## src/rtl/gpio_pad_ctrl.sv

```systemverilog
// gpio_pad_ctrl: register-mapped controller for bidirectional pad cells.
// Drives pad data / output enable / pull enable straight from registers,
// synchronises and debounces the pad receiver outputs, and flags
// selectable-polarity edges as maskable interrupts.
module gpio_pad_ctrl #(
   parameter int CH          = 8,
   parameter int DB_W        = 4,
   parameter int SYNC_STAGES = 2
) (
   input  logic          clk,
   input  logic          rst,
   input  logic          cfg_we,
   input  logic          cfg_re,
   input  logic [2:0]    cfg_addr,
   input  logic [CH-1:0] cfg_wdata,
   output logic [CH-1:0] cfg_rdata,
   input  logic [CH-1:0] pad_c,
   output logic [CH-1:0] pad_i,
   output logic [CH-1:0] pad_oen,
   output logic [CH-1:0] pad_ren,
   output logic          irq
);

   localparam logic [2:0] ADDR_OUT       = 3'd0;
   localparam logic [2:0] ADDR_DIR       = 3'd1;
   localparam logic [2:0] ADDR_PULLEN    = 3'd2;
   localparam logic [2:0] ADDR_IN        = 3'd3;
   localparam logic [2:0] ADDR_IRQ_EN    = 3'd4;
   localparam logic [2:0] ADDR_IRQ_STAT  = 3'd5;
   localparam logic [2:0] ADDR_EDGE_SEL  = 3'd6;
   localparam logic [2:0] ADDR_DB_THRESH = 3'd7;

   localparam logic [DB_W-1:0] CNT_ONE = {{(DB_W-1){1'b0}}, 1'b1};

   logic [CH-1:0]   out_reg;
   logic [CH-1:0]   dir_reg;
   logic [CH-1:0]   pullen_reg;
   logic [CH-1:0]   irq_en_reg;
   logic [CH-1:0]   edge_sel_reg;
   logic [DB_W-1:0] db_thresh_reg;
   logic [CH-1:0]   irq_stat_reg;
   logic [CH-1:0]   irq_stat_next;
   logic [CH-1:0]   in_reg;
   logic [CH-1:0]   in_next;
   logic [CH-1:0]   rdata_reg;
   logic [CH-1:0]   rdata_next;
   logic            irq_reg;

   logic [CH-1:0]   sync_reg [SYNC_STAGES];
   logic [CH-1:0]   sync_s;
   logic [DB_W-1:0] thresh_m1;
   logic [CH-1:0]   edge_evt;
   logic [CH-1:0]   w1c_mask;

   // Pads are pure register images; no extra pipelining toward the ring.
   assign pad_i     = out_reg;
   assign pad_oen   = ~dir_reg;
   assign pad_ren   = ~pullen_reg;
   assign cfg_rdata = rdata_reg;
   assign irq       = irq_reg;

   // Writable configuration registers (IN and IRQ_STAT handled elsewhere).
   always_ff @(posedge clk) begin
      if (rst) begin
         out_reg       <= '0;
         dir_reg       <= '0;
         pullen_reg    <= '1;
         irq_en_reg    <= '0;
         edge_sel_reg  <= '0;
         db_thresh_reg <= '0;
      end else if (cfg_we) begin
         case (cfg_addr)
            ADDR_OUT:       out_reg       <= cfg_wdata;
            ADDR_DIR:       dir_reg       <= cfg_wdata;
            ADDR_PULLEN:    pullen_reg    <= cfg_wdata;
            ADDR_IRQ_EN:    irq_en_reg    <= cfg_wdata;
            ADDR_EDGE_SEL:  edge_sel_reg  <= cfg_wdata;
            ADDR_DB_THRESH: db_thresh_reg <= cfg_wdata[DB_W-1:0];
            default: ;
         endcase
      end
   end

   // Metastability chain for the asynchronous pad receiver outputs.
   always_ff @(posedge clk) begin
      if (rst) begin
         for (int i = 0; i < SYNC_STAGES; i++) begin
            sync_reg[i] <= '0;
         end
      end else begin
         sync_reg[0] <= pad_c;
         for (int i = 1; i < SYNC_STAGES; i++) begin
            sync_reg[i] <= sync_reg[i-1];
         end
      end
   end

   assign sync_s = sync_reg[SYNC_STAGES-1];

   // Effective threshold minus one; a zero threshold behaves like one.
   always_comb begin
      thresh_m1 = '0;
      if (db_thresh_reg != '0) begin
         thresh_m1 = db_thresh_reg - CNT_ONE;
      end
   end

   // Per-channel debounce: count consecutive mismatch cycles, accept the
   // new level once the count reaches the threshold.
   genvar gi;
   generate
      for (gi = 0; gi < CH; gi++) begin : g_db
         logic [DB_W-1:0] cnt_reg;
         logic            mismatch;
         logic            accept;

         assign mismatch    = sync_s[gi] != in_reg[gi];
         assign accept      = mismatch && (cnt_reg >= thresh_m1);
         assign in_next[gi] = accept ? sync_s[gi] : in_reg[gi];

         // Mismatch counter; cleared on agreement or on acceptance.
         always_ff @(posedge clk) begin
            if (rst) begin
               cnt_reg <= '0;
            end else if (!mismatch || accept) begin
               cnt_reg <= '0;
            end else begin
               cnt_reg <= cnt_reg + CNT_ONE;
            end
         end
      end
   endgenerate

   // An event is a change of the debounced level into the selected polarity.
   assign edge_evt = (in_next ^ in_reg) & ~(in_next ^ edge_sel_reg);
   assign w1c_mask = (cfg_we && (cfg_addr == ADDR_IRQ_STAT)) ? cfg_wdata : '0;

   // Set has priority over a same-cycle write-1-to-clear.
   always_comb begin
      irq_stat_next = (irq_stat_reg & ~w1c_mask) | edge_evt;
   end

   // Debounced input value, status bits and the registered interrupt line.
   always_ff @(posedge clk) begin
      if (rst) begin
         in_reg       <= '0;
         irq_stat_reg <= '0;
         irq_reg      <= 1'b0;
      end else begin
         in_reg       <= in_next;
         irq_stat_reg <= irq_stat_next;
         irq_reg      <= |(irq_stat_reg & irq_en_reg);
      end
   end

   // Read multiplexer; sees pre-write values so a same-cycle write is not visible.
   always_comb begin
      rdata_next = '0;
      case (cfg_addr)
         ADDR_OUT:       rdata_next = out_reg;
         ADDR_DIR:       rdata_next = dir_reg;
         ADDR_PULLEN:    rdata_next = pullen_reg;
         ADDR_IN:        rdata_next = in_reg;
         ADDR_IRQ_EN:    rdata_next = irq_en_reg;
         ADDR_IRQ_STAT:  rdata_next = irq_stat_reg;
         ADDR_EDGE_SEL:  rdata_next = edge_sel_reg;
         ADDR_DB_THRESH: rdata_next[DB_W-1:0] = db_thresh_reg;
         default:        rdata_next = '0;
      endcase
   end

   // Read data is captured on the strobe and held until the next read.
   always_ff @(posedge clk) begin
      if (rst) begin
         rdata_reg <= '0;
      end else if (cfg_re) begin
         rdata_reg <= rdata_next;
      end
   end

endmodule

```

## config.mk

```make
export PLATFORM = sky130hd
export DESIGN_NAME = gpio_pad_ctrl
export DESIGN_NICKNAME = d
export VERILOG_FILES = /design/src/rtl/gpio_pad_ctrl.sv
export SDC_FILE = /design/constraint.sdc
export NUM_CORES = 1
export LEC_CHECK = 0
export ABC_AREA = 1
export CORE_AREA = 2 2 81 142
export CTS_BUF_LIST = sky130_fd_sc_hd__clkbuf_8 sky130_fd_sc_hd__clkbuf_16
export CTS_CLUSTER_DIAMETER = 150
export DETAILED_ROUTE_END_ITERATION = 16
export DIE_AREA = 0 0 83 144
export GPL_ROUTABILITY_DRIVEN = 0
export HOLD_SLACK_MARGIN = 0.03
export PLACE_DENSITY = 0.76
export SLEW_MARGIN = 20
export SYNTH_ARGS = -nofsm -noshare
export SYNTH_HDL_FRONTEND = slang
export SYNTH_SLANG_ARGS = --single-unit
```

## constraint.sdc

```tcl
create_clock -name clk -period 4.8 [get_ports clk]
set_input_delay 0.96 -clock clk [delete_from_list [all_inputs] [get_ports clk]]
set_output_delay 0.96 -clock clk [all_outputs]
set_load 0.05 [all_outputs]
```

======== Yosys cells after proc, flatten, opt, wreduce, memory -nomap -nowiden ========
Memories as Yosys holds them, arrays and structs flattened.
Index checks and enable logic that the tools add are counted.
operators by class
  add/subtract/negate cells ............... 9
  multiply operators ...................... 0
  div/mod/pow operators ................... 0
  magnitude comparators ................... 8
  eq/ne operators ......................... 15
  shift operators ......................... 0
  mux-type cells .......................... 17
  bitwise operators ....................... 12
  reduce and logical (&&, ||, !) cells .... 42
operators by type and width
  operator               count
  $add A4 B1 Y4 const B  8
  $ge A4 B4 Y1           8
  $not A8 Y8             4
  $pmux W4 S8            1
  $pmux W4 S7            1
  $and A8 B8 Y8          3
  $mux W8                3
  $reduce_or A2 Y1       8
  $xor A8 B8 Y8          2
  $eq A3 B3 Y1 const B   4
  $reduce_and A2 Y1      6
  $mux W1                11
  $logic_and A1 B1 Y1    9
  $logic_not A1 Y1       8
  $logic_or A1 B1 Y1     8
  $ne A1 B1 Y1           8
  $or A8 B8 Y8           1
  $reduce_or A8 Y1       1
  $eq A3 B2 Y1 const B   2
  $mux W4                1
  $reduce_bool A4 Y1     1
  $sub A4 B1 Y4 const B  1
  $eq A3 B1 Y1 const B   1
  $logic_not A3 Y1       1
  $or A1 B1 Y1           2
storage, ports and cells
  register bits ........................... 101
  latch bits .............................. 0
  RAM bits ................................ 16
  memory bits (read-only) ................. 0
  input port bits ......................... 23
  output and inout port bits .............. 33
  memories kept ........................... 1
memories
  name      depth  bits a word  read ports  clocked after memory_dff  write ports  RTL line  text
  sync_reg  2      8            2           0                         2            49        logic [CH-1:0] sync_reg [SYNC_STAGES];

======== Depth between registers and ports, before layout ========
  word-level depth ........................ 9
  gate-level depth with buffers ........... 11
  depth with buffers taken out ............ 11

======== Worst setup path before layout ========
No wires, ideal clock.
  kind .................................... register -> register
  start point ............................. register db_thresh_reg[0]
  end point ............................... register in_reg[1]
  arrival time ............................ 1.800 ns
  required time ........................... 4.687 ns
  setup slack ............................. 2.887 ns
  cell stages (with the launch flop) ...... 9
  path buffers ............................ 0
  cells stage by stage .................... dfxtp_1 nor2_1 o21a_1 o21ai_0 ha_1 nand4_1 nand3_1 nor2_1 nor2_1
between the ends
  cells in the longest elaborated chain, start to end .. 5
  elaborated cells between the ends (all ways) .. 6
ends and longest elaborated chain
  what                                                 RTL line  text
  from (decl)                                          40        logic [DB_W-1:0] db_thresh_reg;
  from (signal assigned)                               78        ADDR_DB_THRESH: db_thresh_reg <= cfg_wdata[DB_W-1:0];
  $sub A4 B1 Y4 or $reduce_bool A4 Y1 (tied branches)  104, 103
  $mux W4 *                                            103       if (db_thresh_reg != '0) begin
  $ge A4 B4 Y1 *                                       118       assign accept = mismatch && (cnt_reg >= thresh_m1);
  $logic_and A1 B1 Y1 *                                118
  $mux W1 *                                            119       assign in_next[gi] = accept ? sync_s[gi] : in_reg[gi];
  to (signal assigned)                                 150       in_reg <= in_next;
  to (decl)                                            43        logic [CH-1:0] in_reg;
Mark *: on every way between the ends. The rest lies on a longest branch, timed or not.
A chain may end at the register's enable or synchronous reset.

======== Final worst setup path ========
  start point ............................. input cfg_addr[2]
  end point ............................... register out_reg[6], in the netlist pad_i[6]
between the ends
  cells in the longest elaborated chain, start to end .. 2
ends and longest elaborated chain
  what                         RTL line  text
  from (decl)                  14        input logic [2:0] cfg_addr,
  $logic_not A3 Y1             72        case (cfg_addr)
  $reduce_and A2 Y1 (no line)  n/a
  to (signal assigned)         73        ADDR_OUT: out_reg <= cfg_wdata;
  to (decl)                    35        logic [CH-1:0] out_reg;
Every way passes these cells.

==> results by group <==
Logic synthesis
  • Syn nets: 832
  • Cells after synthesis: 769
  • Synth Warn #: 0
  • Post-synth EDFFs: 0
  • Area leader, netlist: dfxtp_1
  • Top FF cell, synth: dfxtp_1
  • Synth cell types: 31
  • Yosys top cell area share: 40.06%
  • Sequential area share after synthesis: 40.06%
  • FFs w/ async S/R, synth: 0%
  • Synthesized area: 0.005847 sq mm
  • Synth area leaders: dfxtp_1, ha_1, nand2_1
  • Seq cells post-synth: 117
  • Synthesized area per cell: 7.603 sq um
  • Most frequent cells after synthesis: dfxtp_1, nand2_1, inv_1
  • Most frequent cell after synthesis: dfxtp_1

Finish
  • Final Instance Count excl. Fillers: 963
  • N_diodes: 0
  • Nets@finish: 882
  • Final design utilization: 63.98%
  • Max FFs per register: 32
  • Share of layout cells above drive strength 1: 6.859%
  • Area Overhead vs Synth: 19.41%

Global routing
  • Gr ovfl total: 0
  • Initial antenna violation count: 0
  • Vias in the first global route: 5207
  • Largest net degree at the start of global routing: 50
  • First-pass GRT wire length: 23850 um
  • Total Routing Usage GR: 25.05%

Detailed routing
  • DRC errors left: 0
  • Wire per inst: 14.96 um
  • Vias per inst: 5.508
  • Routed WL: 14400 um
  • Post-route ant nets: 0
  • Vias after detailed routing: 5304
  • DRT iter0 DRCs: 229
  • Pre-Repair DR Iteration Count: 6

Timing
  • RSZ-0062 raised after global routing: false
  • Setup WS post-layout: 1.875 ns
  • Final Setup Violations: 0
  • WHS: 0.4030 ns
  • Final slew viol count: 0
  • Worst relative slew slack: 26.47%
  • Actual slew at the worst max-slew pin: 1.099 ns
  • Max frequency: 0.3419 GHz
  • Final Hold Fails: 0
  • Worst clock skew: 0.01007 ns
  • Tmin final: 2.925 ns
  • Period utilisation layout: 60.93%
  • Setup TNS: 0 ns

Pwr
  • Power Density: 377.0 mW/mm^2
  • P_leak: 3.092 nW
  • Peak supply drop: 0.2916 mV

Critical path
  • Worst Path Required: 5.09 ns
  • Critical Path Fanout Max: 28
  • Critical path data arrival time: 3.22 ns
  • CP endpoint kind: register
  • Startpoint Class: primary input
  • Crit Path Category: in2reg

Floorplan
  • Die height: 144 um
  • Die area: 0.01195 sq mm
  • Initial Util: 53.58%
  • Core Box Area: 0.01091 sq mm
  • Ports: 56
  • Chip width: 83 um
  • Std-Cell Rows: 51

Clock network
  • Hold buffers post-CTS: 0
  • Cts bufs inserted: 17
  • CTS clock-pin slew for the worst setup and hold paths: 0.05 ns
  • Sink Count: 117
  • Root Driver: clkbuf_16
  • Clock Latency Late Sink: 0.41 ns
  • CTS tree: done
  • Buffer count from post-CTS setup fixing: 0
  • Clock buffer depth: 2
  • CTS H-tree depth: 4
  • CTS-repair resized insts: 0

Placed design
  • Port bufs: 55
  • Worst setup slack before clock tree synthesis: 1.518 ns
  • Post-DP HPWL: 10680 um
  • Dpl cells: 932

Outcome
  • Outcome: complete, no violations

Job
  • Max-cap violation count: 0

Hold path
  • Worst hold path class: reg2reg
[power by group]
| part | total [mW] | internal [mW] | switching [mW] |
|---|---|---|---|
| clock | 1.27 | 0.830 | 0.435 |
| sequential | 1.05 | 1.01 | 0.0348 |
| combinational | 0.319 | 0.109 | 0.209 |
| total | 2.63 | 1.95 | 0.679 |
[layer usage]
metal  global-route usage (%)  vias up  part of all wire, %
li1                         -     2636                    -
met1                    24.99     2462                   37
met2                    46.82      166                   54
met3                    5.708       40                  4.5
met4                    15.19        0                  4.6
met5                        0        -                    0
[logic make-up (layout without fill, tap and decap cells)]
family                     Yosys count  in the layout  share of synthesized area [%]
and+or+nand+nor                    326            326                          25.59
buffers and inverters              138            200                          10.53
AOI/OAI and AO/OA                  132            132                          12.86
DFF                                117            117                          40.06
adders and majority gates           40             40                          8.560
xor gates and xnor gates            16             16                          2.397
[area by class of cell]
type                    count  area [sq um]
clock buffers              19         452.9
clock inverters            12         137.6
fillers                   949          3930
inverters                 111         426.7
multi-input cells         514          2889
flip-flops and latches    117          2342
well taps                 132         165.2
repair buffers             58         568.0
[final timing paths]
check | start | to | slack, ns | cells after the start
worst max register to register | db_thresh_reg[0]$_SDFFE_PP0P_ | irq_stat_reg[6]$_SDFF_PP0_ | 2.41 | 10
worst min register to register | sync_reg[0][4]$_SDFF_PP0_ | sync_reg[0][12]$_SDFF_PP0_ | 0.40 | 2
worst max-delay path | cfg_addr[2] | pad_i[6]$_SDFFE_PP0P_ | 1.88 | 7
worst min-delay path | sync_reg[0][4]$_SDFF_PP0_ | sync_reg[0][12]$_SDFF_PP0_ | 0.40 | 2
[metrics by stage]
step           area, sq um  power, mW
2_1_floorplan         5847      1.285
4_1_cts               6982      2.647
6_report              6982      2.632
3_5_place_dp          6391      1.381
3_3_place_gp          6391      1.365
5_1_grt               6982      2.731
[layout by cell type, fill, tap and decap left out, types with 2 or more instances in the layout]
cell,instances
bufinv_16,3
nand3_4,2
ha_1,40
buf_4,3
inv_2,2
dfxtp_1,117
clkdlybuf4s50_1,54
o21ai_1,2
clkinv_2,5
a221oi_1,2
clkbuf_8,2
nand3_2,4
nand3_1,66
a21oi_1,66
o21ai_0,44
xor2_1,8
nor2_1,97
nand2_2,2
inv_1,107
o211ai_2,8
nand2_1,115
clkbuf_16,17
o21bai_1,8
inv_4,2
nor2_8,2
xnor2_1,8
clkinvlp_4,2
nand4_1,37
[critical path, cell delays in order]
cell	delay, ns
clkdlybuf4s50_1	0.98
inv_6	0.48
nand2_1	0.14
inv_2	0.19
nand2_2	0.15
o21ai_0	0.24
a21oi_1	0.06
(Power assumes the default switching activity.)
